**src/rtl/counter_pkg.sv**
```systemverilog
// counter_pkg: shared defaults and load saturation helper for the cascaded up-counter.
package counter_pkg;
  localparam int DW = 8;
  localparam int LO_MOD_DEF = 10;
  localparam int HI_MOD_DEF = 6;
  function automatic int unsigned sat(input int unsigned value, input int unsigned mod);
    return value < mod ? value : mod - 1;
  endfunction
endpackage

```
**src/rtl/counter_mod_stage.sv**
```systemverilog
// counter_mod_stage: one modulo-MOD digit with saturating load and carry in/out.
module counter_mod_stage
  import counter_pkg::*;
#(
  parameter int dw = DW,
  parameter int MOD = LO_MOD_DEF
) (
  input  logic          clk,
  input  logic          reset,
  input  logic          load,
  input  logic [dw-1:0] load_val,
  input  logic          cin,
  output logic [dw-1:0] count,
  output logic          cout
);
  logic [dw-1:0] count_q, count_d;
  logic          at_max;
  always_comb begin
    at_max  = count_q == dw'(MOD - 1);
    count_d = load ? dw'(sat(32'(load_val), MOD)) : cin ? (at_max ? '0 : count_q + 1'b1) : count_q;
  end
  always_ff @(posedge clk or posedge reset)
    if (reset) count_q <= '0;
    else count_q <= count_d;
  assign count = count_q;
  assign cout  = cin && at_max;
endmodule

```
**src/rtl/counter_up_cascade.sv**
```systemverilog
// counter_up_cascade: two-digit modulo up-counter with combined result, wrap pulse and target compare.
module counter_up_cascade
  import counter_pkg::*;
#(
  parameter int dw = DW,
  parameter int LO_MOD = LO_MOD_DEF,
  parameter int HI_MOD = HI_MOD_DEF
) (
  input  logic          clk,
  input  logic          reset,
  input  logic          ena,
  input  logic          load,
  input  logic [dw-1:0] load_lo,
  input  logic [dw-1:0] load_hi,
  input  logic [dw-1:0] target,
  output logic [dw-1:0] lo,
  output logic [dw-1:0] hi,
  output logic [dw-1:0] result,
  output logic          tc,
  output logic          hit
);
  if (LO_MOD < 2 || HI_MOD < 1 || longint'(LO_MOD) * longint'(HI_MOD) > (longint'(1) << dw)) begin : g_bad_params
    $error("counter_up_cascade: illegal LO_MOD/HI_MOD for dw");
  end
  logic lo_cout, hi_cout;
  logic tc_q, tc_d;
  counter_mod_stage #(.dw(dw), .MOD(LO_MOD)) u_lo (
    .clk(clk), .reset(reset), .load(load), .load_val(load_lo),
    .cin(ena), .count(lo), .cout(lo_cout)
  );
  counter_mod_stage #(.dw(dw), .MOD(HI_MOD)) u_hi (
    .clk(clk), .reset(reset), .load(load), .load_val(load_hi),
    .cin(lo_cout), .count(hi), .cout(hi_cout)
  );
  // A full wrap only counts when load is not overriding the increment.
  always_comb tc_d = !load && hi_cout;
  always_ff @(posedge clk or posedge reset)
    if (reset) tc_q <= 1'b0;
    else tc_q <= tc_d;
  assign tc     = tc_q;
  assign result = hi * dw'(LO_MOD) + lo;
  assign hit    = result == target;
endmodule
```
**config.mk**
```make
export PLATFORM = sky130hd
export DESIGN_NAME = counter_up_cascade
export DESIGN_NICKNAME = d
export VERILOG_FILES = /design/src/rtl/counter_pkg.sv /design/src/rtl/counter_mod_stage.sv /design/src/rtl/counter_up_cascade.sv
export SDC_FILE = /design/constraint.sdc
export NUM_CORES = 1
export LEC_CHECK = 0
export CORE_MARGIN = 2
export CORE_UTILIZATION = 35
export DETAILED_ROUTE_END_ITERATION = 7
export GPL_TIMING_DRIVEN = 0
export HOLD_SLACK_MARGIN = 0.1
export MAX_ROUTING_LAYER = met4
export PLACE_DENSITY_LB_ADDON = 0.05
export SLEW_MARGIN = 10
export SYNTH_ARGS = -nofsm -noshare
export SYNTH_HDL_FRONTEND = slang
export SYNTH_HIERARCHICAL = 1
export SYNTH_SLANG_ARGS = --single-unit
```
**constraint.sdc**
```tcl
create_clock -name clk -period 4.8 [get_ports clk]
set_input_delay 0.48 -clock clk [delete_from_list [all_inputs] [get_ports clk]]
set_output_delay 0.48 -clock clk [all_outputs]
set_load 0.01 [all_outputs]
```
### Word level (Yosys, flattened, before mapping)

Index checks and enable logic that the tools add are counted.

* register bits: 17
* logic and storage cells: 26
* bits in read-only memories: 0
* output and inout bits: 26
* bits in writable memories: 0
* memories: 0
* bits in latches: 0

* multipliers: 1
* equality and inequality tests: 3
* div/mod/pow operators: 0
* add/subtract/negate cells: 3
* shift operators: 0
* multiplexer cells: 8
* bitwise gates (word level): 0
* reductions and logical operators: 6
* magnitude comparators: 2

Operators with widths (number)
* 2-to-1 mux 8 bit: 8
* adder 8 x 1 -> 8 bit, second input constant: 2
* adder 8 bit: 1
* equality test 8 x 3 -> 1 bit, second input constant: 1
* equality test 8 x 4 -> 1 bit, second input constant: 1
* equality test 8 bit: 1
* less-than comparator 8 x 3 -> 1 bit, second input constant: 1
* less-than comparator 8 x 4 -> 1 bit, second input constant: 1
* multiplier 8 x 3 -> 7 bit, second input constant: 1
* nonzero test 2 bit: 2
* logical AND 1 bit: 3
* zero test 1 bit: 1

### Longest topological paths before layout

Gate-level depths: netlist of run 1.

* word-level depth: 4
* depth in mapped cells: 10
* gate-level depth less buffers: 10

### Modules after synthesis

The synthesis of run 1 kept the hierarchy.

By module, submodules not included
* counter_up_cascade: cells an instance 59, seq. area each 25.0 um2, area an instance 559.3 um2, times used 1
* counter_mod_stage at u_lo: cells an instance 52, seq. area each 200.2 um2, area an instance 548.0 um2, times used 1
* counter_mod_stage at u_hi: cells an instance 55, seq. area each 200.2 um2, area an instance 513.0 um2, times used 1

### Least setup slack after synthesis of run 1

OpenSTA, ideal clock, no wires.

* kind: flip-flop to output port
* start: register u_hi.count_q[1], in the netlist u_hi/count[1]
* end: output port hit
* buffers on the path: 0
* cell stages (with the launch flop): 11
* arrival: 2.692 ns
* setup slack: 1.628 ns
* cells stage by stage: dfrtp_1 > ha_1 > ha_1 > fa_1 > xor2_1 > ha_1 > xnor2_1 > or3_1 > mux2i_1 > nor4_1 > and4_1

* longest elaborated chain between the ends: 3

Ends and longest elaborated chain
* start, declared: line counter_mod_stage.sv:16 `logic [dw-1:0] count_q, count_d;`
* start signal, assigned: line counter_mod_stage.sv:24 `else count_q <= count_d;`
* multiplier 8 x 3 -> 7 bit: line counter_up_cascade.sv:41 `assign result = hi * dw'(LO_MOD) + lo;`
* adder 8 bit: line counter_up_cascade.sv:41
* equality test 8 bit: line counter_up_cascade.sv:42 `assign hit = result == target;`
* end, declared: line counter_up_cascade.sv:20 `output logic hit`

No other way between the ends.

### Worst setup path after layout of run 1

Same ends and word-level chain as after synthesis.

==> flow_metrics.tcl, run 1 <==
set metrics [dict create \
    gp_congestion 0.786 \
    peakVddDrop_mv 0.116 \
    dieWidth_um 72.0 \
    powerDensity_mw_per_mm2 277 \
    io_pins 54 \
    cts_max_level 1 \
    first_global_vias 1379 \
    finalSetupViolations 0 \
    grt_start_max_net_pins 11 \
    post-route-period-util_pct 87.0 \
    maxSlewViolCount 0 \
    core_area_mm2 0.00441 \
    netlist.area_leader.share_pct 26.3 \
    worstPathRequired_ns 4.32 \
    cts_buffers 3 \
    route.detailed.drc 0 \
    finClkSkew_ns 0.00569 \
    cp-end-kind "primary output" \
    dieArea_mm2 0.00519 \
    ys_seq_elements 17 \
    ctsResizeCount 0 \
    r2r_slack_ns 1.99 \
    min_period_ns 4.17 \
    timing.rr.end "u_hi/count[0]$_DFFE_PP0P_" \
    grt_pass1_wl_mm 6.44 \
    first_pass_iters 4 \
    path_cells "ha_1 > ha_1 > fa_1 > xor2_1 > ha_1 > xnor2_1 > or3_1 > mux2i_1 > nor4_1 > and4_1 > clkdlybuf4s50_1" \
    start_kind "flop" \
    power_w 0.000623 \
    fin_cells 274 \
    clock.fmax_mhz 240 \
    r2r-start "u_lo/count[0]$_DFFE_PP0P_" \
    netlist_area_mm2 0.00162 \
    yosys-top-cells-count "dfrtp_1 (17), ha_1 (17), xnor2_1 (15)" \
    cap_violations 0 \
    place_hpwl_mm 3.23 \
    grt_use_total_pct 16.0 \
    post-cts-setup-buffers 0 \
    antennaDiodeCount 0 \
    clockBufferDepth 2 \
    ys_seq_area_share_pct 26.3 \
    cp_top_family "adder cells" \
    cts_tree "yes" \
    dp.cells 270 \
    rr_worst_depth 8 \
    hold_viol 0 \
    initial_core_util_pct 36.7 \
    synth_edf_count 0 \
    avgSynthCellArea_um2 9.76 \
    p_leak_nw 0.954 \
    die_y_um 72.0 \
    port_buffers 52 \
    clk_pin_slew_ns 0.07 \
    nets 270 \
    ys_async_sr_fraction_pct 100 \
    synth_area_leader_cell "dfrtp_1" \
    antenna_found_initial 0 \
    critPathBufInv 1 \
    crit_type "reg2out" \
    ys_types 57 \
    drt-total-wl_mm 4.02 \
    yosys_warnings 6 \
    drive_above_1_share_pct 10.4 \
    cp_slowest_stage_delay_ns 0.54 \
    worst_pin_slew_ns 0.451 \
    area_growth_pct 39.0 \
    holdBufCountCts 0 \
    hp-class "in2async" \
    synth_area_leaders "dfrtp_1 (26%), ha_1 (13%), xnor2_1 (8.1%)" \
    root_buffer "clkbuf_8" \
    cp_max_fo 8 \
    grt_overflow 0 \
    first_iter_violations 47 \
    rsz0062_at_grt "false" \
    clock-sinks 17 \
    setup_tns_ns 0 \
    num_vias 1471 \
    worst_ep_arrival_time_ns 3.69 \
    crit_top_cell "ha_1" \
    clk_latency_ns 0.25 \
    routedWlPerCell_um 14.7 \
    worst_path_max_delay_cell "clkdlybuf4s50_1" \
    netlist_instances 166 \
    fillers 398 \
    outcome "finished, final reports clean" \
    final_antenna_net_count 0 \
    synth.net_count 213 \
    row_count 24 \
    synth_ff_type "dfrtp_1" \
    max_slew_margin_pct 69.1 \
    post_drt_via_cell_ratio 5.37 \
]
[per-layer routing]
layer / global-route usage, % / wire length [µm] / up-vias / part of all wire, %
li1: - / - / 724 / -
met1: 19.5 / 1820 / 712 / 45
met2: 27.4 / 2010 / 33 / 50
met3: 4.03 / 181 / 2 / 4.5
met4: 2.73 / 12 / 0 / 0.30
met5: - / 0 / - / 0
[cell families after synthesis]
group	synth area share (%)
simple gates	19.8
compound gates	17.3
xor+xnor	16.0
fa+ha+maj	15.6
flops	26.3
buf+inv	4.48
mux	0.618
[layout by cell type, fill, tap and decap left out, types with 3 or more instances in the layout]
master / instances
or3_1: 4
a21oi_1: 7
nand4_1: 3
ha_1: 17
xnor2_1: 15
clkbuf_8: 4
inv_1: 7
nor2_1: 13
o2111ai_1: 3
clkdlybuf4s50_1: 52
nor4_1: 3
o21ai_0: 6
o22ai_1: 3
xor2_1: 10
nand2_1: 7
dfrtp_1: 17
[worst max-delay path by stage]
stage	depth (start not counted)	endpoint	slack (ns)	from
6_report	11	hit	0.63	u_hi/count[1]$_DFFE_PP0P_
3_3_place_gp	11	hit	0.97	u_hi/count[1]$_DFFE_PP0P_
4_1_cts	11	hit	0.59	u_hi/count[1]$_DFFE_PP0P_
3_5_place_dp	11	hit	0.87	u_hi/count[1]$_DFFE_PP0P_
2_1_floorplan	10	hit	1.63	u_hi/count[1]$_DFFE_PP0P_
5_1_grt	11	hit	0.41	u_hi/count[1]$_DFFE_PP0P_
[power breakdown]
group	switching (W)	leakage (nW)	internal (W)	total (W)
clock	0.0000514	0.0255	0.0000576	0.000109
sequential	0.0000219	0.222	0.000152	0.000174
combinational	0.000153	0.706	0.000187	0.000340
[final cells by class]
| type | count | area, µm² | area share (%) |
|---|---|---|---|
| Sequential cell | 17 | 425 | 18.9 |
| Multi-Input combinational cell | 136 | 1120 | 49.8 |
| Clock inverter | 1 | 5.00 | 0.222 |
| Buffer | 6 | 46.3 | 2.06 |
| Inverter | 7 | 26.3 | 1.17 |
| Tap cell | 52 | 65.1 | 2.89 |
| Clock buffer | 3 | 41.3 | 1.83 |
| Timing Repair Buffer | 52 | 520 | 23.1 |
[flip-flops by register name (all words and copies together) (netlist names)]
| signal | cells |
|---|---|
| tc | 1 |
| u_lo/count | 8 |
| u_hi/count | 8 |
[through the flow]
step	setup slack (ns)	util (%)	cell area (µm²)	hold slack, ns
2_1_floorplan	1.63	-	1620	0.209
3_3_place_gp	0.967	50.0	2210	0.562
3_5_place_dp	0.870	50.0	2210	0.576
4_1_cts	0.593	51.0	2250	0.419
5_1_grt	0.410	51.0	2250	0.416
6_report	0.625	51.0	2250	0.418
(Power assumes the default switching activity.)
==> run 2, diff against run 1 <==
--- a/config.mk
+++ b/config.mk
@@ -8,7 +8,6 @@
 export CORE_MARGIN = 2
 export CORE_UTILIZATION = 35
 export DETAILED_ROUTE_END_ITERATION = 7
-export GPL_TIMING_DRIVEN = 0
 export HOLD_SLACK_MARGIN = 0.1
 export MAX_ROUTING_LAYER = met4
 export PLACE_DENSITY_LB_ADDON = 0.05
==> run 2 against run 1 <==
Net effect:
- worst setup slack improved by 0.056 ns
- combinational power decreased by 1%
- final cell count decreased by 1.8%
- clock skew decreased by 0.0030 ns
- clock power about the same
- non-clock buffer count decreased by 5
- via count decreased by 2.2%
- maximum frequency increased by 1.4%
- die area unchanged
- hold slack improved by 0.025 ns
- largest power group unchanged
==> flow_metrics.tcl, run 2 (same netlist as run 1, synthesis figures left out) <==
set metrics [dict create \
    max_slew_margin_pct 59.1 \
    worstPathRequired_ns 4.32 \
    row_count 24 \
    drive_above_1_share_pct 7.83 \
    final_common_cell "clkdlybuf4s50_1" \
    clock-sinks 17 \
    place_hpwl_mm 3.13 \
    min_period_ns 4.12 \
    powerDensity_mw_per_mm2 278 \
    grt_pass1_wl_mm 6.59 \
    crit_type "reg2out" \
    io_pins 54 \
    root_buffer "clkbuf_8" \
    post-route-period-util_pct 85.8 \
    start_kind "flop" \
    finClkSkew_ns 0.00267 \
    cts_max_level 1 \
    finalSetupViolations 0 \
    gp_congestion 0.803 \
    grt_overflow 0 \
    p_leak_nw 0.926 \
    num_vias 1439 \
    port_buffers 53 \
    area_growth_pct 36.7 \
    rsz0062_at_grt "false" \
    cp-end-kind "primary output" \
    setup_ws_ns 0.681 \
    dieWidth_um 72.0 \
    grt_use_total_pct 16.4 \
    regArea_um2 425 \
    peakVddDrop_mv 0.194 \
    hold_viol 0 \
    setup_tns_ns 0 \
    final_antenna_net_count 0 \
    final_cell_mix "clkdlybuf4s50_1 (53), ha_1 (17), dfrtp_1 (17), xnor2_1 (15), nor2_1 (13)" \
    drt-total-wl_mm 3.88 \
    clk_pin_slew_ns 0.07 \
    clk_latency_ns 0.25 \
    hp-class "in2async" \
    die_y_um 72.0 \
    grt_start_max_net_pins 18 \
    core_area_mm2 0.00441 \
    nets 265 \
    antenna_found_initial 0 \
    dieArea_mm2 0.00519 \
    cts_buffers 3 \
    route.detailed.drc 0 \
    clock.fmax_mhz 243 \
    first_iter_violations 69 \
    first_pass_iters 4 \
    multi_input_comb_area_mm2 0.00112 \
    cap_violations 0 \
    maxSlewViolCount 0 \
    cts_tree "yes" \
    cp_max_fo 11 \
    ctsResizeCount 0 \
    clockBufferDepth 2 \
    antennaDiodeCount 0 \
    worst_ep_arrival_time_ns 3.64 \
    initial_core_util_pct 36.7 \
    post_drt_via_cell_ratio 5.35 \
    holdBufCountCts 0 \
    pre_cts_slack_ns 0.959 \
    routedWlPerCell_um 14.4 \
    worst_pin_slew_ns 0.612 \
    post-cts-setup-buffers 0 \
    outcome "finished, final reports clean" \
    fillers 420 \
    first_global_vias 1443 \
]
## run 2: critical path: stages, from the launching register on
cell	delay, ns
dfrtp_1	0.53
ha_1	0.30
ha_1	0.22
fa_1	0.37
xor2_1	0.15
ha_1	0.35
xnor2_1	0.29
or3_1	0.15
mux2i_1	0.06
nor4_1	0.19
and4_1	0.23
clkdlybuf4s50_1	0.53
## run 2: power breakdown
part	total (W)	leakage (nW)	switching, W	internal (W)
combinational	0.000336	0.681	0.000152	0.000184
clock	0.000107	0.0228	0.0000480	0.0000588
sequential	0.000174	0.222	0.0000218	0.000152
total	0.000616	0.926	0.000222	0.000395
## run 2: path summary, 6_finish.rpt
| check | from | to | slack (ns) | cells past startpoint |
|---|---|---|---|---|
| worst max-delay path | u_hi/count[3]$_DFFE_PP0P_ | hit | 0.68 | 11 |
| worst min-delay path | reset | tc$_DFF_PP0_ | 0.44 | 2 |
| worst max register to register | u_lo/count[0]$_DFFE_PP0P_ | u_hi/count[0]$_DFFE_PP0P_ | 1.96 | 7 |
| worst min register to register | u_hi/count[7]$_DFFE_PP0P_ | u_hi/count[7]$_DFFE_PP0P_ | 0.60 | 2 |
| max in group asynchronous | reset | u_lo/count[3]$_DFFE_PP0P_ | 3.96 | 2 |
| min in group clk | u_hi/count[7]$_DFFE_PP0P_ | u_hi/count[7]$_DFFE_PP0P_ | 0.60 | 2 |
## run 2: layout make-up
class	instances	area share (%)
clock buffer	4	2.03
inverter	7	1.19
multi-input combinational	136	50.7
sequential	17	19.2
tap	52	2.94
timing repair buffer	53	24.0
## run 2: metrics by stage
step                      power (W)  hold WS, ns  cells  utilization [%]  cell area, µm²
after global placement     0.000509        0.566    265             49.1            2170
after CTS                  0.000625        0.435    269             50.2            2210
after detailed placement   0.000514        0.596    265             49.1            2170
after floorplan            0.000379        0.209    166                -            1620
final                      0.000616        0.443    269             50.2            2210
after global routing       0.000666        0.462    269             50.2            2210
## run 2: per-layer routing
| layer | routed length [µm] | track usage, % | share of wire, % |
|---|---|---|---|
| met1 | 1730 | 21.0 | 45 |
| met2 | 1990 | 27.9 | 51 |
| met3 | 144 | 3.06 | 3.7 |
| met4 | 17 | 1.89 | 0.44 |
| met5 | 0 | - | 0 |
==> run 3, diff against run 2 <==
--- a/config.mk
+++ b/config.mk
@@ -5,7 +5,7 @@
 export SDC_FILE = /design/constraint.sdc
 export NUM_CORES = 1
 export LEC_CHECK = 0
-export CORE_MARGIN = 2
+export ABC_AREA = 0
 export CORE_UTILIZATION = 35
 export DETAILED_ROUTE_END_ITERATION = 7
 export HOLD_SLACK_MARGIN = 0.1
==> run 3 against run 2 <==
Net effect:
- critical path depth did not move
- register-to-register slack improved by 0.04 ns
- clock-buffer cell count did not move
- largest power group unchanged
- non-clock buffer count did not move
- maximum frequency rose by 1.2%
- final cell count did not move
- highest routed layer unchanged
- sequential power barely moved
- sequential share of layout area did not move
==> flow_metrics.tcl, run 3 (same netlist as run 1, synthesis figures left out) <==
set metrics [dict create \
    holdBufCountCts 0 \
    first_global_vias 1414 \
    fin_util_pct 50.2 \
    path_cells "ha_1 > ha_1 > fa_1 > xor2_1 > ha_1 > xnor2_1 > or3_1 > mux2i_1 > nor4_1 > and4_1 > clkdlybuf4s50_1" \
    nets 265 \
    worst_pin_slew_ns 0.626 \
    clock-sinks 17 \
    timing.rr.end "u_hi/count[0]$_DFFE_PP0P_" \
    num_vias 1455 \
    first_iter_violations 50 \
    clock.fmax_mhz 246 \
    hp-class "in2async" \
    worst_ep_arrival_time_ns 3.59 \
    cap_violations 0 \
    core_area_mm2 0.00441 \
    max_slew_margin_pct 58.1 \
    setup_tns_ns 0 \
    peakVddDrop_mv 0.169 \
    first_pass_iters 4 \
    die_y_um 70.0 \
    pwr-share-comb_pct 54.2 \
    pwr-share-clk_pct 17.8 \
    area_growth_pct 36.7 \
    drive_above_1_share_pct 7.83 \
    root_buffer "clkbuf_8" \
    grt_pass1_wl_mm 6.64 \
    cp_max_fo 11 \
    min_period_ns 4.07 \
    powerDensity_mw_per_mm2 280 \
    ctsResizeCount 0 \
    antenna_found_initial 0 \
    finalSetupViolations 0 \
    antennaDiodeCount 0 \
    pre_cts_slack_ns 0.989 \
    hold_viol 0 \
    final_common_cell "clkdlybuf4s50_1" \
    clockBufferDepth 2 \
    clk_pin_slew_ns 0.07 \
    p_int_w 0.000395 \
    cp-end-kind "primary output" \
    row_count 24 \
    drt-total-wl_mm 3.91 \
    worst_path_max_delay_cell "dfrtp_1" \
    final_antenna_net_count 0 \
    dieArea_mm2 0.00491 \
    p_sw_share_pct 36.3 \
    post-route-period-util_pct 84.8 \
    grt_start_max_net_pins 18 \
    route.detailed.drc 0 \
    crit_type "reg2out" \
    dieWidth_um 70.0 \
    clk_latency_ns 0.25 \
    outcome "finished, final reports clean" \
    r2r_slack_ns 2.00 \
    setup_ws_ns 0.731 \
    cts_max_level 1 \
    crit_top_cell "ha_1" \
    rr_worst_depth 7 \
    grt_overflow 0 \
    place_hpwl_mm 3.20 \
    start_kind "flop" \
    initial_core_util_pct 36.7 \
    rsz0062_at_grt "false" \
    grt_use_total_pct 17.4 \
    worstPathRequired_ns 4.32 \
    routedWlPerCell_um 14.5 \
    post_drt_via_cell_ratio 5.41 \
    port_buffers 53 \
    final_cell_mix "clkdlybuf4s50_1 (53), ha_1 (17), dfrtp_1 (17), xnor2_1 (15), nor2_1 (13)" \
    p_leak_nw 0.926 \
    cts_buffers 3 \
    maxSlewViolCount 0 \
    finClkSkew_ns 0.00264 \
    cp_slowest_stage_delay_ns 0.54 \
    cts_tree "yes" \
    p_seq_share_pct 28.1 \
    r2r-start "u_lo/count[0]$_DFFE_PP0P_" \
    gp_congestion 0.795 \
    io_pins 54 \
    post-cts-setup-buffers 0 \
    switchingPower_w 0.000226 \
]
run 3: cell counts in the layout (fill, tap and decap cells not counted):
No cell type changed its count.
run 3: power groups by stage:
| stage | clock, W | combinational [W] | sequential [W] |
|---|---|---|---|
| after global placement | 0 | 0.000332 | 0.000177 |
| after detailed placement | 0 | 0.000340 | 0.000177 |
| after CTS | 0.000112 | 0.000342 | 0.000175 |
| after floorplan | 0 | 0.000205 | 0.000175 |
| final | 0.000110 | 0.000336 | 0.000174 |
| after global routing | 0.000120 | 0.000371 | 0.000177 |
run 3: routing by layer:
metal  up-vias  GRT usage (%)  share of wire (%)
met2        35           29.6                 52
met5         -              -                  0
met4         0           3.11               0.43
met3         2           3.32                3.7
li1        719              -                  -
met1       699           21.7                 44
run 3: how the worst max path moves through the flow:
stage                                         start   to  slack [ns]  depth (start not counted)
after floorplan           u_hi/count[1]$_DFFE_PP0P_  hit        1.63                         10
after global placement    u_hi/count[3]$_DFFE_PP0P_  hit        1.09                         11
after detailed placement  u_hi/count[3]$_DFFE_PP0P_  hit        0.99                         11
after CTS                 u_hi/count[3]$_DFFE_PP0P_  hit        0.71                         11
after global routing      u_hi/count[3]$_DFFE_PP0P_  hit        0.47                         11
final                     u_hi/count[3]$_DFFE_PP0P_  hit        0.73                         11
run 3: critical path, delay by kind of cell (launching register included):
family / cells / cell delay [ns]
adders and majority gates: 4 / 1.24
DFF: 1 / 0.54
buffers and inverters: 1 / 0.53
and+or+nand+nor: 3 / 0.52
xor gates and xnor gates: 2 / 0.45
muxes: 1 / 0.06
run 3: metrics by stage:
stage                     area [µm²]  std cells  power [W]  hold WS [ns]
after floorplan                 1620        166   0.000379         0.209
after global placement          2170        265   0.000509         0.565
after detailed placement        2170        265   0.000517         0.576
after CTS                       2210        269   0.000628         0.433
after global routing            2210        269   0.000668         0.443
final                           2210        269   0.000621         0.436
run 3: layout make-up:
class,instances,area (µm²)
timing repair buffer,53,531
clock buffer,4,45.0
fill,408,2200
multi-input combinational,136,1120
inverter,7,26.3
sequential,17,425
tap,52,65.1
